### config.mk
export PLATFORM = sky130hd
export DESIGN_NAME = seg7_scan_reader
export DESIGN_NICKNAME = d
export VERILOG_FILES = /design/src/rtl/seg7_pkg.sv /design/src/rtl/seg7_pattern_to_bcd.sv /design/src/rtl/seg7_scan_reader.sv
export SDC_FILE = /design/constraint.sdc
export NUM_CORES = 1
export LEC_CHECK = 0
export BUFFER_PORTS_ARGS = -buffer_cell sky130_fd_sc_hd__buf_4
export CAP_MARGIN = 25
export CORE_MARGIN = 2
export CORE_UTILIZATION = 51
export DETAILED_ROUTE_END_ITERATION = 6
export PLACE_DENSITY = 0.78
export RECOVER_POWER = 50
export SKIP_CTS_REPAIR_TIMING = 1
export SYNTH_ARGS = -nofsm -noshare
export SYNTH_HDL_FRONTEND = slang
export SYNTH_SLANG_ARGS = --single-unit
### constraint.sdc
create_clock -name clk -period 6.1 [get_ports clk]
set_input_delay 0.305 -clock clk [delete_from_list [all_inputs] [get_ports clk]]
set_output_delay 0.305 -clock clk [all_outputs]
set_load 0.01 [all_outputs]
### src/rtl/seg7_pkg.sv
// Shared seven-segment definitions: segment bit positions, the legal digit
// codes (bit0=a .. bit6=g, lit=1) and the forward BCD-to-segment table.
package seg7_pkg;

  localparam int SEG_A = 0;
  localparam int SEG_B = 1;
  localparam int SEG_C = 2;
  localparam int SEG_D = 3;
  localparam int SEG_E = 4;
  localparam int SEG_F = 5;
  localparam int SEG_G = 6;

  localparam logic [6:0] SEG_CODE_0 = 7'h3F;
  localparam logic [6:0] SEG_CODE_1 = 7'h06;
  localparam logic [6:0] SEG_CODE_2 = 7'h5B;
  localparam logic [6:0] SEG_CODE_3 = 7'h4F;
  localparam logic [6:0] SEG_CODE_4 = 7'h66;
  localparam logic [6:0] SEG_CODE_5 = 7'h6D;
  localparam logic [6:0] SEG_CODE_6 = 7'h7D;
  localparam logic [6:0] SEG_CODE_7 = 7'h07;
  localparam logic [6:0] SEG_CODE_8 = 7'h7F;
  localparam logic [6:0] SEG_CODE_9 = 7'h6F;

  localparam logic [3:0] BCD_INVALID = 4'hF;

  // Forward table used by the display decoder; blank for non-BCD input.
  function automatic logic [6:0] bcd_to_seg(input logic [3:0] digit);
    logic [6:0] code;
    code = 7'h00;
    case (digit)
      4'd0: code = SEG_CODE_0;
      4'd1: code = SEG_CODE_1;
      4'd2: code = SEG_CODE_2;
      4'd3: code = SEG_CODE_3;
      4'd4: code = SEG_CODE_4;
      4'd5: code = SEG_CODE_5;
      4'd6: code = SEG_CODE_6;
      4'd7: code = SEG_CODE_7;
      4'd8: code = SEG_CODE_8;
      4'd9: code = SEG_CODE_9;
      default: code = 7'h00;
    endcase
    return code;
  endfunction

endpackage

### src/rtl/seg7_pattern_to_bcd.sv
// Combinational inverse of the seven-segment decoder: maps a segment pattern
// back to its BCD digit, flagging anything that is not a legal 0-9 code.
module seg7_pattern_to_bcd
  import seg7_pkg::*;
(
  input  logic [6:0] pattern,
  output logic [3:0] bcd,
  output logic       err
);

  // Exact match against the ten legal codes; everything else is invalid.
  always_comb begin
    bcd = BCD_INVALID;
    err = 1'b1;
    case (pattern)
      SEG_CODE_0: begin bcd = 4'd0; err = 1'b0; end
      SEG_CODE_1: begin bcd = 4'd1; err = 1'b0; end
      SEG_CODE_2: begin bcd = 4'd2; err = 1'b0; end
      SEG_CODE_3: begin bcd = 4'd3; err = 1'b0; end
      SEG_CODE_4: begin bcd = 4'd4; err = 1'b0; end
      SEG_CODE_5: begin bcd = 4'd5; err = 1'b0; end
      SEG_CODE_6: begin bcd = 4'd6; err = 1'b0; end
      SEG_CODE_7: begin bcd = 4'd7; err = 1'b0; end
      SEG_CODE_8: begin bcd = 4'd8; err = 1'b0; end
      SEG_CODE_9: begin bcd = 4'd9; err = 1'b0; end
      default: begin bcd = BCD_INVALID; err = 1'b1; end
    endcase
  end

endmodule

### src/rtl/seg7_scan_reader.sv
// Reads a multiplexed common-cathode display bus: synchronizes segments and
// strobes, captures each digit once its pattern has settled, and hands a
// complete scan to the consumer as one frame.
//
// Frame handshake: frame_valid stays high and frame_bcd/frame_err stay
// stable until a cycle with frame_valid & frame_ready; that cycle is the
// transfer. A frame completing on the transfer cycle is loaded directly, so
// back-to-back frames need no idle cycle. A frame completing while the
// previous one is still waiting is dropped and flagged in overflow.
module seg7_scan_reader
  import seg7_pkg::*;
#(
  parameter int NUM_DIGITS    = 4,
  parameter int STABLE_CYCLES = 4
)
(
  input  logic                    clk,
  input  logic                    rst_n,
  input  logic [6:0]              seg_in,
  input  logic [NUM_DIGITS-1:0]   dig_en,
  output logic [4*NUM_DIGITS-1:0] frame_bcd,
  output logic [NUM_DIGITS-1:0]   frame_err,
  output logic                    frame_valid,
  input  logic                    frame_ready,
  output logic                    overflow,
  input  logic                    ovf_clr
);

  localparam int CW = $clog2(STABLE_CYCLES + 1);

  logic [6:0]              seg_meta;
  logic [6:0]              s_seg;
  logic [NUM_DIGITS-1:0]   en_meta;
  logic [NUM_DIGITS-1:0]   s_en;
  logic [CW-1:0]           stable_cnt;
  logic [CW-1:0]           cnt_next;
  logic                    sample_same;
  logic                    sample_hot;
  logic                    capture;
  logic [3:0]              dec_bcd;
  logic                    dec_err;
  logic [4*NUM_DIGITS-1:0] slot_bcd;
  logic [NUM_DIGITS-1:0]   slot_err;
  logic [NUM_DIGITS-1:0]   seen_mask;
  logic [NUM_DIGITS-1:0]   seen_next;
  logic                    frame_done;
  logic                    frame_take;

  // Two-flop synchronizer for the pad bus; s_seg/s_en are the settled copies.
  always_ff @(posedge clk or negedge rst_n) begin
    if (!rst_n) begin
      seg_meta <= '0;
      s_seg    <= '0;
      en_meta  <= '0;
      s_en     <= '0;
    end else begin
      seg_meta <= seg_in;
      s_seg    <= seg_meta;
      en_meta  <= dig_en;
      s_en     <= en_meta;
    end
  end

  // The sample about to enter s_seg/s_en is compared with the current one, so
  // stable_cnt equals (identical synchronized samples - 1) and the capture
  // edge is the one that completes STABLE_CYCLES identical samples.
  assign sample_same = ({seg_meta, en_meta} == {s_seg, s_en});
  assign sample_hot  = (en_meta != '0) &&
                       ((en_meta & (en_meta - NUM_DIGITS'(1))) == '0);
  assign capture     = sample_hot && sample_same &&
                       (stable_cnt == CW'(STABLE_CYCLES - 2));

  seg7_pattern_to_bcd u_decode (
    .pattern (seg_meta),
    .bcd     (dec_bcd),
    .err     (dec_err)
  );

  // Next stability count: restart on any change or non-one-hot strobe, saturate.
  always_comb begin
    cnt_next = stable_cnt;
    if (!sample_hot || !sample_same) begin
      cnt_next = '0;
    end else if (stable_cnt != CW'(STABLE_CYCLES)) begin
      cnt_next = stable_cnt + CW'(1);
    end
  end

  // Stability counter register.
  always_ff @(posedge clk or negedge rst_n) begin
    if (!rst_n) begin
      stable_cnt <= '0;
    end else begin
      stable_cnt <= cnt_next;
    end
  end

  // Digit slots: the strobed digit is overwritten on capture (latest wins).
  always_ff @(posedge clk or negedge rst_n) begin
    if (!rst_n) begin
      slot_bcd <= '0;
      slot_err <= '0;
    end else begin
      for (int k = 0; k < NUM_DIGITS; k++) begin
        if (capture && en_meta[k]) begin
          slot_bcd[4*k +: 4] <= dec_bcd;
          slot_err[k]        <= dec_err;
        end
      end
    end
  end

  assign frame_done = &seen_mask;
  assign frame_take = frame_done && (!frame_valid || frame_ready);

  // Seen mask restarts when a scan completes, keeping any same-edge capture.
  always_comb begin
    seen_next = frame_done ? '0 : seen_mask;
    if (capture) begin
      seen_next = seen_next | en_meta;
    end
  end

  // Seen-mask register.
  always_ff @(posedge clk or negedge rst_n) begin
    if (!rst_n) begin
      seen_mask <= '0;
    end else begin
      seen_mask <= seen_next;
    end
  end

  // Frame output register and valid flag.
  always_ff @(posedge clk or negedge rst_n) begin
    if (!rst_n) begin
      frame_bcd   <= '0;
      frame_err   <= '0;
      frame_valid <= 1'b0;
    end else if (frame_take) begin
      frame_bcd   <= slot_bcd;
      frame_err   <= slot_err;
      frame_valid <= 1'b1;
    end else if (frame_valid && frame_ready) begin
      frame_valid <= 1'b0;
    end
  end

  // Sticky drop flag; a new drop outranks a same-cycle clear.
  always_ff @(posedge clk or negedge rst_n) begin
    if (!rst_n) begin
      overflow <= 1'b0;
    end else if (frame_done && frame_valid && !frame_ready) begin
      overflow <= 1'b1;
    end else if (ovf_clr) begin
      overflow <= 1'b0;
    end
  end

endmodule

==> results.tsv, run 1 <==
stage	metric	value	unit
worst_setup_path	Critical Path Slowest Stage Cell	clkbuf_1	
cells_and_area	diode count	0	
sta	period utilization	0.515	
synthesis	Post-synth ARST share	1.00	
sta	unrepaired setup endpoints after global routing	no	
global_routing	global-route wire length before repair	8.02	mm
placement	IO buf count	36	
floorplan	Cell Rows	27	
run	Max-Cap Viols	1	
power	pwr dens	275	nW/um^2
cells_and_area	most common cell after layout, fill and taps aside	dfrtp_1	
synthesis	Post-Synth Simple-Gate Area	0.101	
drt	Antenna Violating Nets Remaining	0	
sta	Final min period	3140	ps
sta	final slew viol count	72	
floorplan	total core area	5410	um^2
synthesis	Synth Net Count	216	
synthesis	Syn. warnings	0	
power	Clock power frac	0.441	
global_routing	pin count of the biggest net entering global routing	72	
clocking	CTS tree	yes	
drt	WL/cell	14.4	um
sta	Final Skew	9.24	ps
synthesis	mux contribution to synthesized area	0.158	
global_routing	initial antenna violation count	0	
power	Tot Pwr	0.927	mW
cells_and_area	Final nets	259	
worst_setup_path	CP Max Fanout	71	
drt	drt first-iter violations	72	
status	run status	complete, but fails checks	
clocking	clock tree root buffer cell	clkbuf_8	
worst_setup_path	Worst EP arrival	2790	ps
worst_setup_path	crit path to	en_meta[3]	
synthesis	Yosys top cell by area	dfrtp_1	
sta	Fin. Hold Viols	0	
worst_setup_path	Critical Path RT	5740	ps
status	failing checks	capacitance limit, slew limit	
cells_and_area	area grow syn2layout	19.7	%
drt	routed wire length	4.58	mm
synthesis	XOR/XNOR Fraction of Synth Area	0.0342	
worst_setup_path	CP Cell Sequence	clkbuf_1	
clocking	H-Tree Level Count	3	
power	switching part of the total	0.211	
clocking	Num CTS Buffers	9	
synthesis	ranking of synthesized cells by area	dfrtp_1 (63%), mux2_2 (10%), mux2_1 (4.4%)	
cells_and_area	Final Core Density	0.624	
worst_setup_path	worst setup path start	rst_n	
power	internal power	0.732	mW
floorplan	Die X	78.3	um
worst_setup_path	critical path launch point type	input pin	
worst_setup_path	delay of the slowest critical-path stage	2440	ps
placement	GP Congestion	0.746	
placement	DP Wirelength	3.21	mm
power	Logic pwr share	0.033	
worst_setup_path	CP Class	in -> async	
worst_setup_path	reg-to-reg slack, setup	3890	ps
cells_and_area	fillers	420	
worst_setup_path	WP depth	1	
worst_setup_path	CP endpoint kind	async pin	
synthesis	sequential share of the synthesized area	0.631	
floorplan	num ports	37	
worst_setup_path	CP delay by family, top	buffers and inverters	
min_path	Worst Hold Class	in -> reg	
drt	# DRC	0	
synthesis	Post-Syn Area	2820	um^2
clocking	CTS Sinks	71	
sta	Slew Limit Headroom	-1.35	
power	Lkg Pwr	1.69	nW
drt	Pre-antenna DRT Iters	4	
synthesis	distinct cell type count after synthesis	40	
sta	Setup TNS	0	ps
synthesis	Post-Synth Adder-Cell Area	0.0133	
global_routing	gr usage total	0.174	
sta	Tightest Pin Transition	3520	ps
clocking	Max Root-Sink Buffers	2	
synthesis	post-synth top area share	0.631	
floorplan	Die Y	78.3	um
clocking	worst-skew pair later-pin latency	340	ps
power	Max IR drop VDD	0.251	mV
global_routing	total gr overflow	0	
synthesis	number of synthesized flops with an enable pin	0	
clocking	clock slew seen by the registers of the worst setup and hold paths	70	ps
synthesis	Syn Inst Count	198	
synthesis	Avg Inst Size Synth	14.2	um^2
synthesis	Synth Area in Compound Gates	0.0436	
power	P_sw	0.196	mW
drt	vias per cell	5.25	
cells_and_area	ratio of cells with drive above 1 in the final layout	0.341	
worst_setup_path	reg2reg start	seg_meta[5]	
synthesis	Synth Flop Type	dfrtp_1	
worst_setup_path	Reg2Reg Depth	5	
floorplan	Starting Density	0.521	
drt	via count	1669	
power	Sequential Power Share	0.526	
worst_setup_path	RR Endpoint	slot_bcd[2]	
sta	Final setup viols	0	
global_routing	number of global-route vias before repair	1698	
sta	Peak Freq	318	MHz
cells_and_area	most frequent cells in the layout	dfrtp_1 (71), mux2_2 (25), buf_4 (25)	
synthesis	Yosys reg bits	71	
worst_setup_path	Buf/Inv on CP	1	
floorplan	total die area	6130	um^2
synthesis	largest family of logic cells by synthesized area	multiplexers	
[registers in the layout, summed over array words and instances, names as in the netlist]
signal,flops
frame_err,4
seg_meta,7
seen_mask,4
frame_valid,1
en_meta,4
s_seg,7
stable_cnt,3
slot_bcd,16
slot_err,4
s_en,4
overflow,1
frame_bcd,16
[worst min-delay path by stage]
| stage | from | to | slack, ps | depth (start not counted) |
|---|---|---|---|---|
| 4_1_cts | seg_in[6] | seg_meta[6] | 60 | 1 |
| 5_1_grt | seg_in[6] | seg_meta[6] | 80 | 1 |
| 3_3_place_gp | seg_in[1] | seg_meta[1] | 410 | 1 |
| 3_5_place_dp | seg_in[6] | seg_meta[6] | 420 | 1 |
| 6_report | seg_in[6] | seg_meta[6] | 100 | 1 |
| 2_1_floorplan | rst_n | en_meta[0] | 9 | 0 |
[kinds of logic (layout without fill, tap and decap cells)]
kind of cell / Yosys count / count (layout)
fa+ha+maj: 3 / 3
compound gates: 16 / 16
mux: 40 / 40
flops: 71 / 71
simple gates: 45 / 45
xor+xnor: 11 / 11
buf+inv: 12 / 60
[synthesized netlist by cell type (2+ instances only)]
cell / instances
buf_1: 2
inv_1: 7
mux2_1: 11
mux2i_1: 4
ha_1: 3
nand4_1: 3
nand2_1: 12
nor2_1: 5
nand3_2: 4
mux2_2: 25
and3b_1: 2
nand3_1: 4
nand3b_1: 2
xnor2_1: 11
dfrtp_1: 71
nor2b_1: 2
o22ai_1: 4
buf_4: 2
nand2b_1: 3
[power by group through the flow]
stage | combinational, mW | sequential [mW] | clock (mW)
global route | 0.0356 | 0.489 | 0.439
detailed placement | 0.0329 | 0.496 | 0
finish | 0.0310 | 0.487 | 0.409
global placement | 0.0328 | 0.496 | 0
floorplan | 0.0175 | 0.493 | 0
CTS | 0.0332 | 0.487 | 0.417
[metal layers]
metal	share of wire	global-route usage
met2	0.49	0.269
met5	0	0
met3	0.044	0.0598
met1	0.44	0.225
met4	0.017	0.0719
[cell type report]
class / instances / area (um^2) / share of cell area
flip-flops and latches: 71 / 1780 / 0.527
multi-input cells: 115 / 986 / 0.293
repair buffers: 37 / 270 / 0.0802
clock buffers: 10 / 138 / 0.0408
well taps: 72 / 90.1 / 0.0267
clock inverters: 6 / 83.8 / 0.0249
inverters: 7 / 26.3 / 0.00780
[metrics by stage]
step	cells	hold WS, ps	instance area (um^2)	setup slack [ps]
finish	318	98.6	3370	2960
global route	318	77.1	3370	2120
CTS	318	58.8	3380	3890
detailed placement	302	416	3160	3880
global placement	302	414	3160	3940
floorplan	198	9.41	2820	4090
Power figures use the tool's default switching activity.
==> inputs of run 2 (changes only) <==
==> constraint.sdc (replaced) <==
create_clock -name clk -period 2.9 [get_ports clk]
set_input_delay 0.145 -clock clk [delete_from_list [all_inputs] [get_ports clk]]
set_output_delay 0.145 -clock clk [all_outputs]
set_load 0.01 [all_outputs]
==> results.tsv, run 2 (synthesis results as in run 1) <==
stage	metric	value	unit	change
placement	Cells after DPL	302		unchanged
sta	Fin. Hold Viols	0		unchanged
worst_setup_path	CP delay by family, top	simple AND/OR/NAND/NOR gates		
placement	DP Wirelength	3.19	mm	-0.73%
worst_setup_path	Critical Path RT	3120	ps	-2620 ps
cells_and_area	FF/Latch Area	1780	um^2	unchanged
drt	drt first-iter violations	46		-36%
global_routing	pin count of the biggest net entering global routing	72		unchanged
floorplan	Starting Density	0.521		unchanged
sta	Final Skew	7.39	ps	-1.85 ps
cells_and_area	fillers	438		+4.3%
worst_setup_path	critical path launch point type	flop		
cells_and_area	area occupied by multi-input gates	986	um^2	unchanged
clocking	Num CTS Buffers	9		unchanged
status	run status	complete, but fails checks		
sta	Final setup viols	0		unchanged
cells_and_area	biggest regs	frame_bcd x16, slot_bcd x16		
drt	routed wire length	4.77	mm	+4.0%
min_path	Worst Hold Class	in -> reg		
worst_setup_path	CP endpoint kind	flop		
floorplan	total core area	5410	um^2	unchanged
floorplan	total die area	6130	um^2	unchanged
run	Max-Cap Viols	1		unchanged
sta	Setup TNS	0	ps	unchanged
sta	Tightest Pin Transition	1680	ps	-1840 ps
cells_and_area	most frequent cells in the layout	dfrtp_1 (71), mux2_2 (25), clkbuf_1 (23)		
clocking	worst-skew pair later-pin latency	340	ps	about the same
worst_setup_path	Worst EP arrival	2440	ps	-350 ps
worst_setup_path	CP Class	reg -> reg		
clocking	CTS Sinks	71		unchanged
floorplan	num ports	37		unchanged
clocking	clock tree root buffer cell	clkbuf_8		
global_routing	gr usage total	0.171		-0.00233
drt	Antenna Violating Nets Remaining	0		unchanged
global_routing	global-route wire length before repair	7.76	mm	-3.2%
sta	final slew viol count	72		unchanged
worst_setup_path	Critical Path Slowest Stage Cell	or4b_4		
cells_and_area	most common cell after layout, fill and taps aside	dfrtp_1		
clocking	Max Root-Sink Buffers	2		unchanged
power	Lkg Pwr	1.63	nW	-3.5%
drt	WL/cell	14.5	um	+0.52%
power	Max IR drop VDD	0.426	mV	+69%
sta	Final min period	2220	ps	
clocking	clock slew seen by the registers of the worst setup and hold paths	70	ps	about the same
clocking	CTS tree	yes		
worst_setup_path	CP Max Fanout	8		-89%
placement	IO buf count	36		unchanged
cells_and_area	final non-filler cell total	329		+3.5%
drt	# DRC	0		unchanged
cells_and_area	area grow syn2layout	20.2	%	
sta	unrepaired setup endpoints after global routing	no		
global_routing	number of global-route vias before repair	1652		-2.7%
floorplan	Die X	78.3	um	unchanged
global_routing	initial antenna violation count	0		unchanged
drt	vias per cell	5.11		-2.6%
drt	Pre-antenna DRT Iters	4		unchanged
worst_setup_path	CP Cell Sequence	or4b_4 > or3_1 > o211ai_2 > o22ai_1 > mux2_1		
clocking	H-Tree Level Count	3		unchanged
global_routing	total gr overflow	0		unchanged
floorplan	Die Y	78.3	um	unchanged
placement	GP Congestion	0.741		-0.76%
cells_and_area	Final nets	272		+5.0%
status	failing checks	capacitance limit, slew limit		
floorplan	Cell Rows	27		unchanged
power	pwr dens	545	nW/um^2	+98%
cells_and_area	diode count	0		unchanged
sta	period utilization	0.765		
drt	via count	1682		+0.78%
worst_setup_path	delay of the slowest critical-path stage	580	ps	-1860 ps
sta	Peak Freq	451	MHz	
worst_setup_path	Buf/Inv on CP	0		-1
cells_and_area	ratio of cells with drive above 1 in the final layout	0.237		-0.104
sta	Slew Limit Headroom	-0.119		+1.23
-- run 2: cell count changes in the layout (fill, tap and decap cells not counted) --
cell	change
buf_4	-22
clkbuf_1	+21
dlygate4sd3_1	+13
bufinv_16	-1
clkbuf_2	+1
clkinv_2	-1
clkinv_4	-1
clkinvlp_4	+1
-- run 2: report_power, final --
group | switching [mW] | internal, mW | leakage, nW | total (mW)
Clock | 0.329 | 0.407 | 0.0940 | 0.736
Sequential | 0.0204 | 1.01 | 0.941 | 1.03
Combinational | 0.0396 | 0.0407 | 0.596 | 0.0803
-- run 2: layer usage --
layer / GRT usage / share of wire
met4: 0.0789 / 0.018
met1: 0.237 / 0.47
met3: 0.0552 / 0.046
met5: 0 / 0
met2: 0.249 / 0.46
-- run 2: path summary, 6_finish.rpt --
check	start	to	cells past startpoint	slack, ps
worst max-delay path	seg_meta[5]	slot_bcd[8]	5	680
worst min-delay path	frame_ready	frame_valid	3	100
worst max register to register	seg_meta[5]	slot_bcd[8]	5	680
worst min register to register	en_meta[2]	s_en[2]	0	470
max in group asynchronous	rst_n	s_en[1]	2	1110
min in group asynchronous	rst_n	frame_err[0]	2	790
-- run 2: cell type report --
type	count	area share
flip-flops and latches	71	0.525
clock buffers	10	0.0407
repair buffers	50	0.0943
multi-input cells	115	0.291
well taps	72	0.0266
clock inverters	4	0.0141
inverters	7	0.00777
-- run 2: through the flow --
stage	worst slack [ps]	hold slack, ps	utilization	power (mW)	area [um^2]
2_1_floorplan	891	-151	-	1.07	2820
3_3_place_gp	731	254	0.584	1.11	3160
3_5_place_dp	713	257	0.584	1.11	3160
4_1_cts	700	-98.9	0.618	1.85	3340
5_1_grt	565	101	0.626	1.93	3380
6_report	681	95.8	0.626	1.84	3380
-- run 2: worst min-delay path: cells and delay by family --
family	cells	cell delay [ps]
buffers and inverters	1	70
AND/OR/NAND/NOR	2	180
==> inputs of run 3 (changes only) <==
==> constraint.sdc (replaced) <==
create_clock -name clk -period 2.05 [get_ports clk]
set_input_delay 0.1025 -clock clk [delete_from_list [all_inputs] [get_ports clk]]
set_output_delay 0.1025 -clock clk [all_outputs]
set_load 0.01 [all_outputs]
==> results.tsv, run 3 (synthesis results as in run 1) <==
stage	metric	value	unit	change
status	run status	completed		
floorplan	total core area	5410	um^2	unchanged
drt	Pre-antenna DRT Iters	4		unchanged
floorplan	Cell Rows	27		unchanged
cells_and_area	Final Core Density	0.690		+0.0637
worst_setup_path	reg-to-reg slack, setup	20	ps	-660 ps
drt	WL/cell	14.5	um	+0.22%
floorplan	Die Y	78.3	um	unchanged
worst_setup_path	Worst EP arrival	2260	ps	-180 ps
drt	drt first-iter violations	118		+160%
worst_setup_path	Critical Path Slowest Stage Cell	or4b_4		
cells_and_area	ratio of cells with drive above 1 in the final layout	0.425		+0.188
worst_setup_path	WP depth	5		unchanged
placement	GP Congestion	0.733		-1.1%
global_routing	total gr overflow	0		unchanged
worst_setup_path	CP Max Fanout	7		-1
worst_setup_path	RR Endpoint	slot_bcd[3]		
clocking	Num CTS Buffers	9		unchanged
global_routing	initial antenna violation count	0		unchanged
sta	Setup TNS	0	ps	unchanged
cells_and_area	diode count	0		unchanged
worst_setup_path	reg2reg start	seg_meta[6]		
clocking	worst-skew pair later-pin latency	350	ps	about the same
power	pwr dens	719	nW/um^2	+32%
sta	Tightest Pin Transition	844	ps	-835 ps
sta	period utilization	0.988		+0.223
worst_setup_path	CP Class	reg -> reg		
cells_and_area	Final nets	288		+5.9%
floorplan	total die area	6130	um^2	unchanged
cells_and_area	area grow syn2layout	32.4	%	
sta	worst hold margin	63.9	ps	-31.9 ps
worst_setup_path	Buf/Inv on CP	0		unchanged
sta	Slew Limit Headroom	0.437		+0.557
clocking	H-Tree Level Count	3		unchanged
clocking	CTS Sinks	71		unchanged
worst_setup_path	CP Cell Sequence	or4b_4 > or3_4 > o211ai_4 > o22ai_2 > mux2_2		
sta	final slew viol count	0		-100%
placement	IO buf count	36		unchanged
drt	# DRC	0		unchanged
floorplan	num ports	37		unchanged
global_routing	gr usage total	0.178		+0.00614
drt	Antenna Violating Nets Remaining	0		unchanged
worst_setup_path	CP endpoint kind	flop		
drt	via count	1780		+5.8%
sta	Final Skew	11.1	ps	+3.72 ps
worst_setup_path	CP delay by family, top	simple AND/OR/NAND/NOR gates		
worst_setup_path	crit path to	slot_bcd[3]		
clocking	Max Root-Sink Buffers	2		unchanged
cells_and_area	biggest regs	frame_bcd x16, slot_bcd x16		
global_routing	pin count of the biggest net entering global routing	72		unchanged
global_routing	global-route wire length before repair	8.16	mm	+5.2%
drt	vias per cell	5.13		+0.34%
placement	DP Wirelength	3.36	mm	+5.4%
sta	Final min period	2030	ps	-193 ps
worst_setup_path	delay of the slowest critical-path stage	540	ps	-40 ps
sta	Peak Freq	494	MHz	+9.5%
drt	routed wire length	5.04	mm	+5.7%
floorplan	Starting Density	0.521		unchanged
power	Lkg Pwr	1.84	nW	+13%
cells_and_area	most common cell after layout, fill and taps aside	dfrtp_1		
clocking	clock tree root buffer cell	clkbuf_8		
clocking	clock slew seen by the registers of the worst setup and hold paths	70	ps	about the same
run	Max-Cap Viols	0		-1
sta	Final setup viols	0		unchanged
min_path	Worst Hold Class	in -> reg		
cells_and_area	fillers	383		-13%
worst_setup_path	Critical Path RT	2280	ps	-840 ps
floorplan	Die X	78.3	um	unchanged
power	Max IR drop VDD	0.625	mV	+47%
cells_and_area	most frequent cells in the layout	dfrtp_1 (69), buf_4 (41), mux2_2 (25)		
worst_setup_path	worst setup path start	seg_meta[6]		
global_routing	number of global-route vias before repair	1749		+5.9%
clocking	CTS tree	yes		
worst_setup_path	critical path launch point type	flop		
sta	Fin. Hold Viols	0		unchanged
worst_setup_path	Reg2Reg Depth	5		unchanged
sta	unrepaired setup endpoints after global routing	yes		
[run 3: changes by cell type in the layout (fill, tap and decap cells not counted), moves of 2 or more]
cell,previous run,this run
buf_4,3,41
dfrtp_2,0,2
nand3_4,0,4
dfrtp_1,71,69
nand3_2,4,0
mux2_4,0,3
inv_6,0,2
mux2_1,11,8
o22ai_1,4,2
clkbuf_1,23,0
[run 3: metal layers]
layer | routed length [um] | vias to the layer above | track usage
met1 | 2170 | 890 | 0.222
met5 | 0 | - | 0
li1 | - | 842 | -
met3 | 201 | 10 | 0.0724
met4 | 71 | 0 | 0.0474
met2 | 2600 | 38 | 0.288
[run 3: report_power, final]
part           internal, mW  switching, mW  total (mW)
logic                0.0746         0.0690       0.144
clock network         0.565          0.523        1.09
registers              1.42         0.0265        1.45
[run 3: through the flow]
step / setup slack, ps / instances / area, um^2 / power [mW]
after floorplan: 41.1 / 198 / 2820 / 1.52
after global placement: -16.0 / 315 / 3270 / 1.58
after detailed placement: -57.3 / 315 / 3270 / 1.59
after CTS: -83.6 / 331 / 3460 / 2.68
after global routing: -51.1 / 347 / 3730 / 2.80
final: 24.1 / 347 / 3730 / 2.68
[run 3: tightest hold or removal path, delay by kind of cell]
family | cells | cell delay (ps)
simple gates | 2 | 190
buf+inv | 1 | 70
[run 3: worst min path at each step]
stage	start	end	slack (ps)	depth (start not counted)
5_1_grt	frame_ready	frame_valid	60	3
6_report	frame_ready	frame_valid	60	3
2_1_floorplan	rst_n	en_meta[0]	-190	0
3_5_place_dp	dig_en[2]	en_meta[2]	210	1
3_3_place_gp	seg_in[5]	seg_meta[5]	210	1
4_1_cts	dig_en[1]	en_meta[1]	-150	1
[run 3: final cells by class]
| type | count | area, um^2 | area share |
|---|---|---|---|
| Inverter | 7 | 26.3 | 0.00705 |
| Timing Repair Buffer | 66 | 541 | 0.145 |
| Sequential cell | 71 | 1780 | 0.477 |
| Clock inverter | 7 | 71.3 | 0.0191 |
| Multi-Input combinational cell | 115 | 1100 | 0.294 |
| Clock buffer | 9 | 124 | 0.0332 |
| Tap cell | 72 | 90.1 | 0.0242 |
